===== src/rtl/modn_wrap_monitor.sv =====
// Wrap/step monitor for a loadable mod-N counter with a 2-deep valid/ready event queue.
// Optional feature: define MODN_WRAP_MON_TIMESTAMP_EN to add evt_time and a free-running cycle stamp.

module modn_wrap_monitor #(
   parameter int unsigned N     = 6,
   parameter int unsigned WIDTH = 3,
   parameter int unsigned CW    = 8,
   parameter int unsigned TSW   = 16
) (
   input  logic             clk,
   input  logic             rst,
   input  logic             load,
   input  logic [WIDTH-1:0] q,
   output logic             wrap_pulse,
   output logic [CW-1:0]    wrap_count,
   output logic             evt_valid,
   input  logic             evt_ready,
   output logic [1:0]       evt_type,
   output logic [WIDTH-1:0] evt_value,
`ifdef MODN_WRAP_MON_TIMESTAMP_EN
   output logic [TSW-1:0]   evt_time,
`endif
   output logic             overflow_err
);

   localparam logic [WIDTH-1:0] LAST_Q       = WIDTH'(N - 1);
   localparam logic [WIDTH:0]   N_EXT        = (WIDTH + 1)'(N);
   localparam logic [1:0]       KIND_NONE    = 2'b00;
   localparam logic [1:0]       KIND_LOAD    = 2'b01;
   localparam logic [1:0]       KIND_ILLEGAL = 2'b10;

   if ((2 ** WIDTH) < N || TSW == 0) begin : g_bad_cfg
      $error("modn_wrap_monitor: parameters need 2**WIDTH >= N and TSW > 0");
   end

   typedef struct packed {
      logic [1:0]       kind;
      logic [WIDTH-1:0] value;
`ifdef MODN_WRAP_MON_TIMESTAMP_EN
      logic [TSW-1:0]   stamp;
`endif
   } entry_t;

   logic [WIDTH-1:0] q_prev_reg;
   logic             load_d_reg;
   logic             prev_ok_reg;
   logic             wrap_pulse_reg;
   logic [CW-1:0]    wrap_count_reg;
   entry_t           head_reg;
   entry_t           head_next;
   entry_t           tail_reg;
   entry_t           tail_next;
   logic [1:0]       count_reg;
   logic [1:0]       count_next;
   logic             ovf_reg;
   logic             ovf_next;

   logic [WIDTH-1:0] q_inc;
   logic             q_high;
   logic             push;
   logic             is_wrap;
   logic [1:0]       new_kind;
   entry_t           new_entry;
   logic             pop;

`ifdef MODN_WRAP_MON_TIMESTAMP_EN
   logic [TSW-1:0]   stamp_reg;

   always_ff @(posedge clk) begin
      if (rst) begin
         stamp_reg <= '0;
      end else begin
         stamp_reg <= stamp_reg + 1'b1;
      end
   end
`endif

   // Classify the current sample against the previous one; first matching rule wins.
   always_comb begin
      q_inc    = q_prev_reg + 1'b1;
      q_high   = ({1'b0, q} >= N_EXT);
      push     = 1'b0;
      is_wrap  = 1'b0;
      new_kind = KIND_NONE;
      if (prev_ok_reg) begin
         if (load_d_reg) begin
            push     = 1'b1;
            new_kind = KIND_LOAD;
         end else if (q_high) begin
            push     = 1'b1;
            new_kind = KIND_ILLEGAL;
         end else if (q_prev_reg == LAST_Q && q == '0) begin
            is_wrap = 1'b1;
         end else if (q == q_inc && q_prev_reg < LAST_Q) begin
            push = 1'b0;
         end else begin
            push     = 1'b1;
            new_kind = KIND_ILLEGAL;
         end
      end
   end

   always_comb begin
      new_entry       = '0;
      new_entry.kind  = new_kind;
      new_entry.value = q;
`ifdef MODN_WRAP_MON_TIMESTAMP_EN
      new_entry.stamp = stamp_reg;
`endif
   end

   assign pop = evt_valid & evt_ready;

   // Head/tail queue: the head register feeds the outputs directly, so a pop shifts tail into head.
   always_comb begin
      head_next  = head_reg;
      tail_next  = tail_reg;
      count_next = count_reg;
      ovf_next   = ovf_reg;
      case (count_reg)
         2'd0: begin
            if (push) begin
               head_next  = new_entry;
               count_next = 2'd1;
            end
         end
         2'd1: begin
            if (push && pop) begin
               head_next = new_entry;
            end else if (push) begin
               tail_next  = new_entry;
               count_next = 2'd2;
            end else if (pop) begin
               count_next = 2'd0;
            end
         end
         default: begin
            if (pop) begin
               head_next = tail_reg;
               if (push) begin
                  tail_next = new_entry;
               end else begin
                  count_next = 2'd1;
               end
            end else if (push) begin
               ovf_next = 1'b1;
            end
         end
      endcase
   end

   always_ff @(posedge clk) begin
      if (rst) begin
         q_prev_reg     <= '0;
         load_d_reg     <= 1'b0;
         prev_ok_reg    <= 1'b0;
         wrap_pulse_reg <= 1'b0;
         wrap_count_reg <= '0;
         head_reg       <= '0;
         tail_reg       <= '0;
         count_reg      <= 2'd0;
         ovf_reg        <= 1'b0;
      end else begin
         q_prev_reg     <= q;
         load_d_reg     <= load;
         prev_ok_reg    <= 1'b1;
         wrap_pulse_reg <= is_wrap;
         if (is_wrap) begin
            wrap_count_reg <= wrap_count_reg + 1'b1;
         end
         head_reg  <= head_next;
         tail_reg  <= tail_next;
         count_reg <= count_next;
         ovf_reg   <= ovf_next;
      end
   end

   assign wrap_pulse   = wrap_pulse_reg;
   assign wrap_count   = wrap_count_reg;
   assign evt_valid    = (count_reg != 2'd0);
   assign evt_type     = head_reg.kind;
   assign evt_value    = head_reg.value;
   assign overflow_err = ovf_reg;
`ifdef MODN_WRAP_MON_TIMESTAMP_EN
   assign evt_time     = head_reg.stamp;
`endif

endmodule


===== config.mk =====
export PLATFORM = sky130hd
export DESIGN_NAME = modn_wrap_monitor
export DESIGN_NICKNAME = d
export VERILOG_FILES = /design/src/rtl/modn_wrap_monitor.sv
export SDC_FILE = /design/constraint.sdc
export NUM_CORES = 1
export LEC_CHECK = 0
export ABC_AREA = 1
export ABC_CLOCK_PERIOD_IN_PS = 3780
export BUFFER_PORTS_ARGS = -buffer_cell sky130_fd_sc_hd__buf_2
export CAP_MARGIN = 40
export CORE_MARGIN = 2
export CORE_UTILIZATION = 58
export DETAILED_ROUTE_END_ITERATION = 10
export PLACE_DENSITY_LB_ADDON = 0.08
export SYNTH_ARGS = -nofsm -noshare
export SYNTH_HDL_FRONTEND = slang
export SYNTH_SLANG_ARGS = --single-unit

===== constraint.sdc =====
create_clock -name clk -period 3.78 [get_ports clk]
set_clock_uncertainty 0.15 [all_clocks]
set_input_delay 0.189 -clock clk [delete_from_list [all_inputs] [get_ports clk]]
set_output_delay 0.189 -clock clk [all_outputs]
set_load 0.02 [all_outputs]

==> metrics.txt, run 1 <==
Rows 17; Critical Path AT a little under 2000 ps; core area about 2100 sq um; Die Wd roughly 51 um; CTS tree done; syn avg cell area about 7 sq um; HPWL after detailed placement 1920 um; vias post-DR roughly 1,200; FF-to-FF path depth 12; WL/cell ~11 um; Crit Path Max Fanout 5; Worst Setup SP q_prev_reg[1]$_SDFF_PP0_; Die Y 51.0 um; number of global-route vias before repair 1,030; drc violations 0; Util after Layout between 60% and 70%; critical path endpoint tail_reg[1]$_SDFFE_PP0P_; count leader, synth nand2_1; pin count of the biggest net entering global routing 15; Mapped Area roughly 1300 sq um; number of synthesized flops with an enable pin 0; Initial Utilization 59.8%; gp weighted congestion 0.800; DR pass1 iterations 5; power density over the cells between 300 and 400 nW/um^2; Inserted Clock Buffers 3; Worst setup EP type register; clock sinks 27; Seq. cell area 541 sq um; n_diodes 0; layout cells sized above 1 between 15 and 20%; cells after synthesis between 150 and 200; Seq/Total Area, Yosys 42.1%; Synth Net Count 190; headroom to the max-slew limit between 70% and 80%; leakage 0.705 nW; Post-synth ARST share 0%; root buf cell clkbuf_4; CTS H-Tree Depth 1; most frequent cells after synthesis nand2_1, dfxtp_1, nor2_1; nets@finish about 220; Final Max Slew Viols 0; PortBufs 22; Peak Freq about 530 MHz; final setup fails 0; status completed; Worst setup SP type register; Via-to-Cell Ratio around 5.0; Fin Setup TNS 0 ps; Largest register FFs 8; synth-to-layout area growth 15.6%; I/O Pins 23; fin crit share 49.7%; min Tclk post-route 1880 ps; Worst R2R End tail_reg[1]$_SDFFE_PP0P_; area share of the largest cell type after synthesis 42.1%; initial antenna violation count 0; Crit-path slowest cell dfxtp_1; Starting DRT DRC Count 16; Distinct cells, synth 26; Worst Tran Pin Value 435 ps; CP most frequent cell nor2_1; grt total ovfl 0; largest cells by area after synthesis dfxtp_1, nand2_1, nor2_1; Max-Cap Viols 0; Tot GR Track Use between 20% and 30%; Post-synth top flop dfxtp_1; Worst EP required ~3900 ps; fill count 194; Ys Warns 0; post-route ant nets 0; Longest Clk Path Bufs 2; Hold Fails Final Rpt 0; RSZ-0062 raised after global routing no; reg2reg setup slack 1900 ps; cell taking the most area after synthesis dfxtp_1; Worst VDD drop roughly 0.26 mV; Die ar. 2610 sq um; Hold Path Class in -> reg; WS Path Type reg -> reg; flops & latches, synth 27; clock slew at reported path FFs 140 ps; worst r2r src q_prev_reg[1]$_SDFF_PP0_; slowest cell delay on critical path 380 ps; worst-path cell chain inv_1, ha_1, xnor2_1, nor2_1, nand2_1, nand2_2, nand3_2, nand2_4, nor2_2, inv_2, nor2_1, nor2_1; clk_lat worst skew between 300 and 400 ps; final WL between 2000 and 3000 um; first-pass GRT wire length between 4000 and 5000 um; multi-input logic area approximately 640 sq um
[power by group]
part           internal, mW  switching [mW]
Combinational        0.0285          0.0507
Clock                0.0413          0.0795
Sequential            0.297         0.00881
[logic make-up after synthesis]
logic type,count (synthesis),synth area share [%]
XOR/XNOR,1,0.682
AO/OA/AOI/OAI,29,12.0
buffers and inverters,28,8.19
adder cells (fa/ha/maj),3,2.92
AND/OR/NAND/NOR,92,34.1
flip-flops,27,42.1
[how the worst min path moves through the flow]
stage,endpoint,cells after the start,startpoint,slack (ps)
5_1_grt,q_prev_reg[1]$_SDFF_PP0_,2,rst,60
3_5_place_dp,load_d_reg$_SDFF_PP0_,3,load,260
3_3_place_gp,load_d_reg$_SDFF_PP0_,3,load,250
4_1_cts,q_prev_reg[0]$_SDFF_PP0_,3,q[0],0.4
6_report,overflow_err$_SDFFE_PP0P_,3,evt_ready,60
2_1_floorplan,evt_type[0]$_SDFFE_PP0P_,1,rst,110
[metal layers]
metal / share of wire [%] / track usage [%] / wire length (um) / vias to the layer above
li1: - / - / - / 623
met1: 45 / 28.8 / 1160 / 536
met2: 50 / 36.4 / 1270 / 22
met3: 3.1 / 3.51 / 79 / 4
met4: 1.8 / 10.8 / 47 / 0
met5: 0 / 0 / 0 / -
[placed cells by master (no fill, tap or decap), drive strengths merged]
master       netlist  final
xnor2              1      1
buf                0     22
o21ba              1      1
dfxtp             27     27
a31oi              1      1
nand2             48     48
nand4              2      2
o21ai             14     14
nor2              28     28
nor3b              2      2
dlygate4sd3        0      4
inv               25     25
ha                 3      3
o21a               1      1
clkbuf             3      4
nor3               3      3
nand3              9      9
a21oi             12     12
[stage by stage]
step	instances	instance area (sq um)	total power, mW	hold WS [ps]	setup slack, ps
finish	235	1480	0.505	63.4	1900
detailed placement	227	1420	0.388	259	1940
global route	235	1480	0.538	56.1	1700
global placement	227	1420	0.385	248	2010
floorplan	180	1280	0.366	108	2120
CTS	234	1470	0.510	0.381	1910
[cell type report]
cell class	instances	area share [%]
Tap cell	28	2.36
Clock buffer	4	1.77
Multi-Input combinational cell	125	43.0
Inverter	25	6.32
Timing Repair Buffer	26	10.1
Sequential cell	27	36.4
[what timing repair did]
| item | in CTS | in global routing |
|---|---|---|
| setup buffers | 0 | 0 |
| resized for setup | 0 | 0 |
| hold buffers | 3 | 1 |
| hold endpoints to repair | 3 | 1 |
| setup endpoints to repair | 0 | 0 |
[critical path: cells and delay by family, from the launching register on]
family	cells	cell delay (ps)
XOR/XNOR	1	140
adder cells (fa/ha/maj)	1	290
buffers and inverters	2	140
flip-flops	1	380
AND/OR/NAND/NOR	8	690
Note: power is estimated with default switching activity, not from simulation.
==> inputs of run 2 (changes only) <==
ABC_AREA = 0   (was 1)
ABC_CLOCK_PERIOD_IN_PS = 1700   (was 3780)
CORE_ASPECT_RATIO = 2   (was not set)
CORE_UTILIZATION = 49   (was 58)
clock period = 1.7 ns   (was 3.78 ns; I/O delays follow)
==> metrics.txt, run 2 <==
area share of the largest cell type after synthesis 40.7% (was 42.1%); HPWL after detailed placement 2480 um (was 1920 um); min Tclk post-route 2010 ps (was 1880 ps); worst r2r src q_prev_reg[1]$_SDFF_PP0_ (unchanged); worst-path cell chain inv_2, ha_4, xor2_4, nand2_2, buf_6, o31a_1, a41oi_2, nor2_1 (was inv_1, ha_1, xnor2_1, nor2_1, nand2_1, nand2_2, nand3_2, nand2_4, nor2_2, inv_2, nor2_1, nor2_1); RSZ-0062 raised after global routing yes (was no); most frequent cells after synthesis dfxtp_1, nor2_1, nand3_1 (was nand2_1, dfxtp_1, nor2_1); Peak Freq 496 MHz (was 533 MHz); DP Cell Count 211 (was 227); final setup fails 15 (was 0); Rows 26 (was 17); Post-synth top flop dfxtp_1 (unchanged); vias post-DR 1,280 (was 1,185); Worst Tran Pin Value 521 ps (was 435 ps); Final Max Slew Viols 0 (unchanged); gp weighted congestion 0.818 (was 0.800); final worst slack -315 ps (was 1900 ps); internal power 0.980 mW (was 0.366 mW); Hold Path Class in -> reg (unchanged); Starting DRT DRC Count 23 (was 16); Seq/Total Area, Yosys 40.7% (was 42.1%); grt total ovfl 0 (unchanged); Worst Setup SP q_prev_reg[1]$_SDFF_PP0_ (unchanged); Tot Pwr 1.37 mW (was 0.505 mW); nets@finish 204 (was 218); initial antenna violation count 0 (unchanged); Die Y 77.6 um (was 51.0 um); post-route ant nets 0 (unchanged); switching pwr 0.392 mW (was 0.139 mW); WS Path Type reg -> reg (unchanged); Via-to-Cell Ratio 5.79 (was 5.04); Synth Net Count 156 (was 190); Worst setup EP type register (unchanged); fin crit share 119% (was 49.7%); Finished Layout Cells 221 (was 235); Max-Cap Viols 0 (unchanged); Critical Path AT 2010 ps (was 1950 ps); Post-synth ARST share 0% (unchanged); Hold Fails Final Rpt 0 (unchanged); Tot GR Track Use 25.9% (was 22.4%); Mapped Area 1330 sq um (was 1280 sq um); DR pass1 iterations 4 (was 5); Die ar. 3170 sq um (was 2610 sq um); power density over the cells 733 nW/um^2 (was 341 nW/um^2); cell taking the most area after synthesis dfxtp_1 (unchanged); most frequent cells in the layout dfxtp_1, buf_2, buf_4 (was nand2_1, dfxtp_1, nor2_1); clock slew at reported path FFs 90 ps (was 140 ps); leakage 0.767 nW (was 0.705 nW); CTS tree done (unchanged); sequential share of power 50.0% (was 60.4%); cells after synthesis 146 (was 180); number of synthesized flops with an enable pin 0 (unchanged); worst slack at placement -581 ps (was 1940 ps); largest cells by area after synthesis dfxtp_1, nor2_1, xor2_1 (was dfxtp_1, nand2_1, nor2_1); final WL 3420 um (was 2550 um); Clock power frac 26.7% (was 23.9%); Worst VDD drop 0.599 mV (was 0.264 mV); synth-to-layout area growth 40.9% (was 15.6%); n_diodes 0 (unchanged); clock sinks 27 (unchanged); Ys Warns 0 (unchanged); slowest cell delay on critical path 380 ps (about the same); switching share of power 28.6% (was 27.5%); Largest register FFs 8 (unchanged); most common cell after layout, fill and taps aside dfxtp_1 (was nand2_1); root buf cell clkbuf_8 (was clkbuf_4); I/O Pins 23 (unchanged); status finished, violations left (was completed); CTS H-Tree Depth 1 (unchanged); Distinct cells, synth 40 (was 26); first-pass GRT wire length 5660 um (was 4370 um); pin count of the biggest net entering global routing 28 (was 15); clk_lat worst skew 280 ps (was 320 ps); Inserted Clock Buffers 3 (unchanged); number of global-route vias before repair 1,277 (was 1,030); Initial Utilization 51.7% (was 59.8%); violated checks setup timing; drc violations 0 (unchanged); Combinational Power Share 23.3% (was 15.7%); syn avg cell area 9.10 sq um (was 7.13 sq um); Die Wd 40.8 um (was 51.0 um); core area 2570 sq um (was 2150 sq um); Longest Clk Path Bufs 2 (unchanged); Worst Hold Launch q[0] (was evt_ready); headroom to the max-slew limit 65.2% (was 71.0%); WL/cell 15.5 um (was 10.9 um); Crit-path slowest cell o31a_1 (was dfxtp_1); Worst setup SP type register (unchanged); count leader, synth dfxtp_1 (was nand2_1); layout cells sized above 1 40.9% (was 19.8%); PortBufs 22 (unchanged); Worst EP required 1700 ps (was 3850 ps); Crit Path Max Fanout 4 (was 5); flops & latches, synth 27 (unchanged)
## run 2: cell types whose count changed in the layout (fill, tap and decap cells not counted), moves of 4 or more
cell / previous run / this run
buf_6: 0 / 4
inv_1: 22 / 5
buf_4: 0 / 20
nor2_1: 26 / 17
o21ai_0: 13 / 3
a21oi_1: 12 / 8
mux2i_1: 0 / 4
nand2_1: 43 / 7
xor2_1: 0 / 6
## run 2: layout make-up
cell class	instances	area, sq um
tap	28	35.0
timing repair buffer	49	335
fill	194	698
clock buffer	4	45.0
inverter	6	22.5
sequential	27	547
multi-input combinational	107	887
## run 2: per-stage QoR
stage          utilization [%]  TNS (ps)  cell area [sq um]  hold WS (ps)
6_report                  72.8     -3010               1870          32.3
5_1_grt                   72.8     -4950               1870          41.6
4_1_cts                   71.9     -3090               1850          29.2
3_5_place_dp              63.7     -5190               1640           161
3_3_place_gp              63.7     -3770               1640           158
2_1_floorplan                -      -897               1360          63.0
## run 2: worst paths after layout
kind | end | slack (ps) | depth (start not counted)
min | wrap_pulse$_SDFF_PP0_ | 30 | 3
min reg2reg | tail_reg[2]$_SDFFE_PP0P_ | 330 | 2
max | overflow_err$_SDFFE_PP0P_ | -310 | 8
max reg2reg | overflow_err$_SDFFE_PP0P_ | -310 | 8
## run 2: power by group through the flow
stage	Sequential (mW)	Clock, mW	Combinational [mW]
2_1_floorplan	0.710	0	0.151
3_3_place_gp	0.695	0	0.249
3_5_place_dp	0.696	0	0.255
4_1_cts	0.686	0.372	0.309
5_1_grt	0.691	0.397	0.345
6_report	0.685	0.366	0.320
## run 2: kinds of logic (layout without fill, tap and decap cells)
logic type | count (synthesis) | in the layout | synth area share [%]
AOI/OAI and AO/OA | 35 | 35 | 20.2
xor gates and xnor gates | 11 | 11 | 7.82
adders and majority gates | 3 | 3 | 2.83
buffers and inverters | 12 | 59 | 3.77
DFF | 27 | 27 | 40.7
muxes | 5 | 5 | 4.14
and+or+nand+nor | 53 | 53 | 20.6
## run 2: worst max-delay path, delay by kind of cell, from the launching register on
family | cells | cell delay (ps)
compound gates | 2 | 580
xor+xnor | 1 | 170
fa+ha+maj | 1 | 290
buf+inv | 2 | 190
flops | 1 | 360
simple gates | 2 | 160
## run 2: repair_timing
item / 4_1_cts / 5_1_grt
hold buffers: 3 / 0
endpoints found under the setup margin: 21 / 21
pin swaps: 8 / 2
hold endpoints to repair: 3 / 0
setup buffers: 3 / 0
gates resized for setup: 20 / 5
## run 2: metal layers
| layer | global-route usage [%] | wire [um] | vias to the layer above |
|---|---|---|---|
| met5 | 0 | 0 | - |
| met4 | 15.7 | 136 | 0 |
| met3 | 5.14 | 103 | 12 |
| met2 | 44.2 | 2010 | 32 |
| met1 | 25.3 | 1180 | 617 |
| li1 | - | - | 619 |
